$ cat src/rtl/reaction_pkg.sv
// Shared types and constants for the reaction-tester control path.
package reaction_pkg;

  typedef enum logic [2:0] {
    IDLE   = 3'd0,
    WAIT   = 3'd1,
    ACTIVE = 3'd2,
    DONE   = 3'd3,
    FAULT  = 3'd4
  } state_t;

  localparam logic [15:0] LFSR_SEED = 16'hACE1;
  localparam logic [15:0] LFSR_TAPS = 16'hB400;
  localparam int unsigned ELAPSED_W = 14;

  function automatic logic [15:0] lfsr_step(input logic [15:0] v);
    return (v >> 1) ^ (v[0] ? LFSR_TAPS : 16'h0000);
  endfunction

endpackage

$ cat src/rtl/reaction_test_ctrl_if.sv
// Key inputs and display/LED control outputs of the reaction-test sequencer.
interface reaction_test_ctrl_if;
  import reaction_pkg::*;

  logic                 request_test;
  logic                 stop_test;
  logic                 test_active;
  logic                 enable_bcd;
  logic                 clear_bcd;
  logic                 false_start;
  logic                 timeout;
  logic                 busy;
  logic [ELAPSED_W-1:0] elapsed;

  modport master (
    output request_test, stop_test,
    input  test_active, enable_bcd, clear_bcd, false_start, timeout, busy, elapsed
  );

  modport slave (
    input  request_test, stop_test,
    output test_active, enable_bcd, clear_bcd, false_start, timeout, busy, elapsed
  );
endinterface

$ cat src/rtl/tick_divider.sv
// Divides CLOCK_50 into a one-cycle tick every TICK_DIV cycles; restart realigns the phase.
module tick_divider #(
  parameter int unsigned TICK_DIV = 500000
) (
  input  logic CLOCK_50,
  input  logic reset,
  input  logic restart,
  output logic tick
);
  localparam int unsigned   CW   = (TICK_DIV > 1) ? $clog2(TICK_DIV) : 1;
  localparam logic [CW-1:0] LAST = CW'(TICK_DIV - 1);

  logic [CW-1:0] cnt;

  always_ff @(posedge CLOCK_50) begin
    if (reset || restart || cnt == LAST) cnt <= '0;
    else                                 cnt <= cnt + 1'b1;
  end

  assign tick = (cnt == LAST);
endmodule

$ cat src/rtl/reaction_test_ctrl.sv
// Reaction-test sequencer: random pre-stimulus delay, timed stimulus window,
// BCD counter enable/clear and false-start / timeout reporting.
module reaction_test_ctrl
  import reaction_pkg::*;
#(
  parameter int unsigned TICK_DIV         = 500000,
  parameter int unsigned MIN_DELAY_TICKS  = 100,
  parameter int unsigned DELAY_RANGE_LOG2 = 9,
  parameter int unsigned MAX_TICKS        = 9999
) (
  input logic           CLOCK_50,
  input logic           reset,
  reaction_test_ctrl_if.slave bus
);
  localparam int unsigned DW = $clog2(MIN_DELAY_TICKS + (1 << DELAY_RANGE_LOG2) + 1);
  localparam logic [ELAPSED_W-1:0] MAX_E = ELAPSED_W'(MAX_TICKS);

  state_t               state, state_next;
  logic                 req_q, stop_q, req_rise, stop_rise;
  logic [15:0]          lfsr;
  logic [DW-1:0]        delay_cnt, delay_d;
  logic [ELAPSED_W-1:0] elapsed_d, elapsed_inc;
  logic                 tick, restart, start_wait, max_hit;
  logic                 test_active_d, enable_d, clear_d, false_d, timeout_d, busy_d;

  assign req_rise    = bus.request_test & ~req_q;
  assign stop_rise   = bus.stop_test & ~stop_q;
  assign elapsed_inc = (bus.elapsed >= MAX_E) ? bus.elapsed : bus.elapsed + 1'b1;
  assign max_hit     = (elapsed_inc == MAX_E);

  tick_divider #(.TICK_DIV(TICK_DIV)) u_tick (
    .CLOCK_50 (CLOCK_50),
    .reset    (reset),
    .restart  (restart),
    .tick     (tick)
  );

  always_ff @(posedge CLOCK_50) begin
    if (reset) state <= IDLE;
    else       state <= state_next;
  end

  always_comb begin
    state_next = state;
    unique case (state)
      IDLE, DONE, FAULT: if (req_rise) state_next = WAIT;
      WAIT: begin
        if (stop_rise)                          state_next = FAULT;
        else if (tick && delay_cnt <= DW'(1))   state_next = ACTIVE;
      end
      ACTIVE: begin
        if (stop_rise)            state_next = DONE;
        else if (tick && max_hit) state_next = DONE;
      end
      default: state_next = IDLE;
    endcase
  end

  // Registered outputs are computed from the upcoming state so they line up with it.
  always_comb begin
    start_wait    = (state_next == WAIT) && (state != WAIT);
    restart       = start_wait || ((state_next == ACTIVE) && (state != ACTIVE));
    test_active_d = (state_next == ACTIVE);
    busy_d        = (state_next == WAIT) || (state_next == ACTIVE);
    false_d       = (state_next == FAULT);
    clear_d       = start_wait;
    enable_d      = (state == ACTIVE) && tick && !stop_rise;
    timeout_d     = (state_next == DONE) &&
                    ((state == DONE) ? bus.timeout : (enable_d && max_hit));
    elapsed_d     = start_wait ? '0 : (enable_d ? elapsed_inc : bus.elapsed);
    if (start_wait)
      delay_d = DW'(MIN_DELAY_TICKS) + DW'(lfsr[DELAY_RANGE_LOG2-1:0]);
    else if (state == WAIT && tick && delay_cnt != '0)
      delay_d = delay_cnt - 1'b1;
    else
      delay_d = delay_cnt;
  end

  always_ff @(posedge CLOCK_50) begin
    if (reset) begin
      // Edge history tracks the key during reset so a held key gives no edge afterwards.
      req_q           <= bus.request_test;
      stop_q          <= bus.stop_test;
      lfsr            <= LFSR_SEED;
      delay_cnt       <= '0;
      bus.test_active <= 1'b0;
      bus.enable_bcd  <= 1'b0;
      bus.clear_bcd   <= 1'b0;
      bus.false_start <= 1'b0;
      bus.timeout     <= 1'b0;
      bus.busy        <= 1'b0;
      bus.elapsed     <= '0;
    end else begin
      req_q           <= bus.request_test;
      stop_q          <= bus.stop_test;
      lfsr            <= lfsr_step(lfsr);
      delay_cnt       <= delay_d;
      bus.test_active <= test_active_d;
      bus.enable_bcd  <= enable_d;
      bus.clear_bcd   <= clear_d;
      bus.false_start <= false_d;
      bus.timeout     <= timeout_d;
      bus.busy        <= busy_d;
      bus.elapsed     <= elapsed_d;
    end
  end
endmodule
$ cat src/flat_wrapper.sv
// flat-port wrapper written by rule: the top's interface ports become plain ports
module reaction_test_ctrl_flat import reaction_pkg::*;
#(
  parameter int unsigned TICK_DIV         = 500000,
  parameter int unsigned MIN_DELAY_TICKS  = 100,
  parameter int unsigned DELAY_RANGE_LOG2 = 9,
  parameter int unsigned MAX_TICKS        = 9999
)
  (CLOCK_50, reset, bus_request_test, bus_stop_test, bus_test_active, bus_enable_bcd, bus_clear_bcd, bus_false_start, bus_timeout, bus_busy, bus_elapsed);
  reaction_test_ctrl_if bus_i ();
  input logic CLOCK_50;
  input logic reset;
  input wire logic [$bits(bus_i.request_test)-1:0] bus_request_test;
  input wire logic [$bits(bus_i.stop_test)-1:0] bus_stop_test;
  output wire logic [$bits(bus_i.test_active)-1:0] bus_test_active;
  output wire logic [$bits(bus_i.enable_bcd)-1:0] bus_enable_bcd;
  output wire logic [$bits(bus_i.clear_bcd)-1:0] bus_clear_bcd;
  output wire logic [$bits(bus_i.false_start)-1:0] bus_false_start;
  output wire logic [$bits(bus_i.timeout)-1:0] bus_timeout;
  output wire logic [$bits(bus_i.busy)-1:0] bus_busy;
  output wire logic [$bits(bus_i.elapsed)-1:0] bus_elapsed;
  assign bus_i.request_test = bus_request_test;
  assign bus_i.stop_test = bus_stop_test;
  assign bus_test_active = bus_i.test_active;
  assign bus_enable_bcd = bus_i.enable_bcd;
  assign bus_clear_bcd = bus_i.clear_bcd;
  assign bus_false_start = bus_i.false_start;
  assign bus_timeout = bus_i.timeout;
  assign bus_busy = bus_i.busy;
  assign bus_elapsed = bus_i.elapsed;
  reaction_test_ctrl #(.TICK_DIV(TICK_DIV), .MIN_DELAY_TICKS(MIN_DELAY_TICKS), .DELAY_RANGE_LOG2(DELAY_RANGE_LOG2), .MAX_TICKS(MAX_TICKS)) u_core (.CLOCK_50(CLOCK_50), .reset(reset), .bus(bus_i));
endmodule
$ cat config.mk
export PLATFORM = sky130hd
export DESIGN_NAME = reaction_test_ctrl_flat
export DESIGN_NICKNAME = d
export VERILOG_FILES = /design/src/rtl/reaction_pkg.sv /design/src/rtl/reaction_test_ctrl_if.sv /design/src/rtl/tick_divider.sv /design/src/rtl/reaction_test_ctrl.sv /design/src/flat_wrapper.sv
export SDC_FILE = /design/constraint.sdc
export NUM_CORES = 1
export LEC_CHECK = 0
export CORE_ASPECT_RATIO = 0.9
export CORE_UTILIZATION = 25
export DETAILED_ROUTE_END_ITERATION = 12
export RECOVER_POWER = 50
export SETUP_SLACK_MARGIN = 0.1
export SLEW_MARGIN = 5
export SYNTH_ARGS = -nofsm -noshare
export SYNTH_HDL_FRONTEND = slang
export SYNTH_SLANG_ARGS = --single-unit
export TNS_END_PERCENT = 50
$ cat constraint.sdc
create_clock -name CLOCK_50 -period 2.1 [get_ports CLOCK_50]
set_input_delay 0.63 -clock CLOCK_50 [delete_from_list [all_inputs] [get_ports CLOCK_50]]
set_output_delay 0.63 -clock CLOCK_50 [all_outputs]
set_load 0.01 [all_outputs]
==> results.cfg, run 1 <==
[floorplanning]
die_y_um = 116
die_area_um2 = 15000
io_pins = 24
start_util_pct = 25.7
die_w_um = 129
core_um2 = 14100
std_cell_rows = 41

[synthesis]
synth_ff_type = dfxtp_1
yosysUniqueCellTypes = 59
yosys-top-cells-area = dfxtp_1 (39%), xnor2_1 (6.0%), nor2_1 (5.4%)
yosysWarningCount = 0
synth_area_um2 = 3620
syn_area_per_cell_um2 = 9.03
synth_nets = 410
synth.top_cell.area_share_pct = 38.7
seq_area_frac_synth_pct = 38.7
ys_ff_latch = 70
ys_async_sr_fraction_pct = 0
yosysTopAreaCell = dfxtp_1
synth_common_cells = dfxtp_1 (70), nor2_1 (52), xnor2_1 (25), nand3_1 (24), xor2_1 (22)
yosysMostFrequentCell = dfxtp_1
synth_edf_count = 0
syn-instance-count = 401

[setup_path]
path_class = reg -> reg
crit_family = compound AO/OA/AOI/OAI gates
end_kind = register
startpoint_type = register
path_cells = or3b_4 > a211o_4 > a211o_4 > a2111oi_4 > and4_1 > nor3_1
cp_slowest_stage_delay_ns = 0.40
cp_data_required_time_ns = 2.32
cp_slowest_cell = or3b_4
path_buf_inv = 0
cpMostUsedCell = a211o_4
arrival_ns = 2.35
crit_path_max_fanout = 5

[power]
power.density_nw_per_um2 = 616
p_total_uw = 3160
p_leak_uw = 0.00192
peakVddDrop_mv = 0.340

[global_routing]
grt_max_degree = 26
grt_pass1_wl_mm = 14.7
grt_use_total_pct = 12.7
grt_pass1_vias = 3077
grt.overflow.total = 0
grt_antenna_before_repair = 0

[drt]
avgRoutedWirePerCell_um = 13.0
first_iter_violations = 157
viasPerCell = 4.66
antenna_left = 0
finalWirelength_mm = 8.88
vias = 3177
firstDrtPassIters = 4
drcViolationCount = 0

[clock_tree]
ctsLongestPathBuffers = 2
clk_latency_ns = 0.33
cts_made_buffers = 9
cts_root_buffer = clkbuf_16
clk_transition_reported_paths_ns = 0.06
cts_max_level = 3
cts.sinks = 70
cts_tree = built
holdBufCountCts = 0

[timing]
finalSetupViolCount = 2
fmax_mhz = 470
hold_violations = 0
hold_ws_ns = 0.414
worst_slew_pin_slew_ns = 0.490
finalMaxSlewViolations = 0
relSlewSlack_pct = 67.1
tns_ns = -0.0529
rsz0062_at_grt = yes
fin_crit_ns = 2.13
setup_ws_ns = -0.0276
clock_skew_ns = 0.00492
period_share_pct = 101

[run_status]
outcome = complete, but fails checks
violations = setup timing

[hold_path]
hp-class = reg -> reg

[cells_and_area]
diodes = 0
syn_to_final_growth_pct = 41.6
nNetsFinal = 493
fill_cells = 1383
drive_above_1_share_pct = 31.5

[placed_design]
dp_hpwl_mm = 6.36
routabilityCongestion = 0.901
place_ws_ns = -0.355
port_buffers = 23

[run]
max-cap-violations = 0
[layer usage]
layer | wire (um) | vias to the layer above | track usage [%]
li1 | - | 1591 | -
met1 | 4130 | 1498 | 15.7
met2 | 4090 | 71 | 20.1
met3 | 418 | 17 | 4.17
met4 | 242 | 0 | 5.57
met5 | 0 | - | 0
[where the power goes]
part	internal, uW	switching (uW)	total, uW	leakage, uW
clock network	982	553	1540	0.000146
logic	106	117	223	0.00119
registers	1370	34.4	1400	0.000579
[logic make-up after synthesis]
group / count (synthesis) / synth area share [%]
flip-flops: 70 / 38.7
multiplexers: 3 / 0.829
adder cells (fa/ha/maj): 5 / 1.73
XOR/XNOR: 47 / 11.4
buffers and inverters: 31 / 4.77
AND/OR/NAND/NOR: 193 / 32.1
AO/OA/AOI/OAI: 52 / 10.6
[worst register-to-register path: stages, from the launching register on]
cell and delay [ns]:
dfxtp_4 0.36, or3b_4 0.40, a211o_4 0.30, a211o_4 0.36
a2111oi_4 0.28, and4_1 0.25, nor3_1 0.07
[final timing paths]
kind	startpoint	to	slack [ns]	depth (start not counted)
max	u_core.bus.elapsed[11]$_SDFFE_PP0P_	u_core.bus.test_active$_SDFF_PP0_	-0.03	6
min	u_core.lfsr[12]$_SDFF_PP0_	u_core.lfsr[11]$_SDFF_PP1_	0.41	1
max reg2reg	u_core.bus.elapsed[11]$_SDFFE_PP0P_	u_core.bus.test_active$_SDFF_PP0_	-0.03	6
min reg2reg	u_core.lfsr[12]$_SDFF_PP0_	u_core.lfsr[11]$_SDFF_PP1_	0.41	1
[layout by cell type, fill, tap and decap left out, types with 4 or more instances in the layout]
| cell | Yosys | routed |
|---|---|---|
| dfxtp_1 | 70 | 57 |
| clkdlybuf4s25_1 | 0 | 6 |
| nor4_2 | 5 | 4 |
| nor2b_1 | 10 | 9 |
| inv_1 | 13 | 13 |
| nor2_1 | 52 | 51 |
| nor4_1 | 8 | 5 |
| xnor2_1 | 25 | 24 |
| nor3_1 | 9 | 7 |
| dfxtp_2 | 0 | 8 |
| clkdlybuf4s50_1 | 0 | 11 |
| xor2_1 | 22 | 22 |
| and3_1 | 9 | 8 |
| or3_1 | 7 | 6 |
| a211oi_1 | 9 | 6 |
| a21oi_1 | 7 | 4 |
| nand3_1 | 24 | 21 |
| clkbuf_16 | 0 | 9 |
| nand2_1 | 21 | 21 |
| nor4_4 | 4 | 8 |
| dfxtp_4 | 0 | 5 |
| nand4_1 | 12 | 12 |
| o21a_1 | 4 | 4 |
| or2_2 | 8 | 8 |
| o21ai_1 | 3 | 4 |
| o21ai_0 | 7 | 4 |
| buf_4 | 3 | 56 |
[final cells by class]
type                            instances  area [um2]  share of cell area (%)
Clock buffer                           13         260                    5.07
Clock inverter                          3        42.5                   0.829
Inverter                               14        52.6                    1.02
Multi-Input combinational cell        300        2320                    45.2
Sequential cell                        70        1430                    27.9
Tap cell                              193         241                    4.71
Timing Repair Buffer                   89         783                    15.3
[flip-flops by register name, summed over array words and instances (netlist names)]
register,flops
u_core.bus.enable_bcd,1
u_core.state,3
u_core.bus.timeout,1
u_core.stop_q,1
u_core.bus.clear_bcd,1
u_core.bus.elapsed,14
u_core.lfsr,16
u_core.u_tick.cnt,19
u_core.req_q,1
u_core.bus.busy,1
u_core.bus.false_start,1
u_core.bus.test_active,1
u_core.delay_cnt,10
[metrics by stage]
| step | util [%] | instance area [um2] | instances |
|---|---|---|---|
| floorplan | - | 3640 | 401 |
| global placement | 31.8 | 4480 | 658 |
| detailed placement | 31.8 | 4480 | 658 |
| CTS | 34.6 | 4890 | 677 |
| global route | 36.4 | 5130 | 682 |
| finish | 36.4 | 5130 | 682 |
[repair_timing]
action / CTS / global route
pin swaps: 10 / 20
setup endpoints to repair: 31 / 36
setup buffers: 3 / 5
gates resized for setup: 25 / 52
No activity file was read; power rests on OpenSTA's default activity.
==> run 2: changes to the inputs <==
--- a/config.mk
+++ b/config.mk
@@ -6,6 +6,7 @@
 export NUM_CORES = 1
 export LEC_CHECK = 0
 export CORE_ASPECT_RATIO = 0.9
+export CORE_MARGIN = 2
 export CORE_UTILIZATION = 25
 export DETAILED_ROUTE_END_ITERATION = 12
 export RECOVER_POWER = 50
==> run 2 against run 1 <==
Compared with the run above: the flow still finishes with violations (setup timing); clock power is 9.7% higher; maximum frequency shrank 0.65%; count of clock-buffer cells in the layout decreased by 3; wire length rose by 1.4%; register-to-register slack is essentially flat; sequential cell count is the same; non-clock buffer count down 1; clock skew is 0.00093 ns higher; sequential power about the same; first-iteration DRC count is 15% higher; highest routed layer unchanged; design area fell by 1.9%; critical endpoint is now u_core.state[0]$_SDFF_PP0_; largest cell class unchanged.
==> results.cfg, run 2 (same netlist as run 1, synthesis figures left out) <==
[setup_path]
path_class = reg -> reg
crit_path_max_fanout = 5
cp_slowest_cell = or3b_4
cp_slowest_stage_delay_ns = 0.41
startpoint_type = register
end_kind = register
cp_data_required_time_ns = 2.38
arrival_ns = 2.42
path_cells = or3b_4 > a211o_4 > a211o_1 > a2111oi_4 > and4_4 > o21a_1

[timing]
finalSetupViolCount = 2
setup_ws_ns = -0.0416
clock_skew_ns = 0.00585
fmax_mhz = 467
finalMaxSlewViolations = 0
tns_ns = -0.0650
rsz0062_at_grt = yes
hold_ws_ns = 0.437
relSlewSlack_pct = 67.0
hold_violations = 0
worst_slew_pin_slew_ns = 0.491
period_share_pct = 102
fin_crit_ns = 2.14

[cells_and_area]
drive_above_1_share_pct = 30.9
syn_to_final_growth_pct = 39.0
diodes = 0
layout_common_cells = dfxtp_1 (60), buf_4 (58), nor2_1 (52)
fill_cells = 1425
layout_commonest_cell = dfxtp_1
nNetsFinal = 492
regMostFlops = u_core.u_tick.cnt
reg.largest.list = u_core.u_tick.cnt x19, u_core.lfsr x16, u_core.bus.elapsed x14
largest_register_ffs = 19

[placed_design]
port_buffers = 23
routabilityCongestion = 0.918
place_ws_ns = -0.374
dp_hpwl_mm = 6.54

[drt]
finalWirelength_mm = 9.00
firstDrtPassIters = 4
drcViolationCount = 0
viasPerCell = 4.71
avgRoutedWirePerCell_um = 13.2
vias = 3209
antenna_left = 0
first_iter_violations = 181

[floorplanning]
std_cell_rows = 41
die_y_um = 118
core_um2 = 14100
die_w_um = 131
die_area_um2 = 15500
start_util_pct = 25.7
io_pins = 24

[run_status]
outcome = complete, but fails checks
violations = setup timing

[hold_path]
hp-class = reg -> reg

[clock_tree]
holdBufCountCts = 0
clk_transition_reported_paths_ns = 0.06
cts.sinks = 70
cts_root_buffer = clkbuf_16
clk_latency_ns = 0.34
cts_tree = built
ctsLongestPathBuffers = 2
cts_made_buffers = 9
cts_max_level = 3

[power]
intPower_uw = 2550
p_total_uw = 3310
swShare_pct = 22.9
comb_power_share_pct = 6.5
power.density_nw_per_um2 = 658
power.share.sequential_pct = 42.5
p_leak_uw = 0.00185
peakVddDrop_mv = 0.390
clockPowerShare_pct = 51.0
p_switching_uw = 759

[global_routing]
grt_use_total_pct = 12.3
grt_max_degree = 26
grt_antenna_before_repair = 0
grt_pass1_wl_mm = 15.0
grt.overflow.total = 0
grt_pass1_vias = 3109

[run]
max-cap-violations = 0
-- run 2: cell count changes in the layout (fill, tap and decap cells not counted), moves of 3 or more --
cell and change:
nor3_2 +5, clkdlybuf4s25_1 -4, dfxtp_4 -4, clkbuf_1 -3, dfxtp_1 +3, nor3_1 -3
-- run 2: critical path, delay by kind of cell (launching register included) --
family	cells	cell delay, ns
AOI/OAI and AO/OA	4	1.02
DFF	1	0.37
and+or+nand+nor	2	0.68
-- run 2: path summary, 6_finish.rpt --
path | endpoint | start | cells past startpoint | slack [ns]
max | u_core.state[0]$_SDFF_PP0_ | u_core.bus.elapsed[12]$_SDFFE_PP0P_ | 6 | -0.04
min | u_core.lfsr[11]$_SDFF_PP1_ | u_core.lfsr[12]$_SDFF_PP0_ | 1 | 0.44
max reg2reg | u_core.state[0]$_SDFF_PP0_ | u_core.bus.elapsed[12]$_SDFFE_PP0P_ | 6 | -0.04
min reg2reg | u_core.lfsr[11]$_SDFF_PP1_ | u_core.lfsr[12]$_SDFF_PP0_ | 1 | 0.44
-- run 2: layout make-up --
cell class	instances	area, um2	area share [%]
repair buffers	88	746	14.8
flip-flops and latches	70	1420	28.1
inverters	14	52.6	1.04
clock buffers	10	239	4.75
multi-input cells	300	2250	44.6
well taps	193	241	4.80
clock inverters	6	93.8	1.86
-- run 2: routing by layer --
layer  GRT usage, %  share of wire, %
met4           4.92               2.2
met5              0                 0
met1           16.0                46
met2           18.7                46
met3           4.12               4.9
-- run 2: through the flow --
step	area [um2]	instances	util [%]
after floorplan	3640	401	-
after global placement	4470	658	31.7
after detailed placement	4470	658	31.7
after CTS	4890	679	34.7
after global routing	5030	681	35.7
final	5030	681	35.7
-- run 2: power groups by stage --
stage                     Clock [uW]  Combinational, uW  Sequential [uW]
after floorplan                    0                132             1430
after global placement             0                210             1430
after detailed placement           0                216             1430
after CTS                       1720                219             1400
after global routing            1780                240             1410
final                           1690                215             1410
-- run 2: what timing repair did --
item | 4_1_cts | 5_1_grt
resized for setup | 23 | 36
endpoints found under the setup margin | 31 | 35
cloned | 1 | 0
pin swaps | 15 | 22
buffers inserted | 4 | 2
endpoints found under the hold margin | 0 | 0
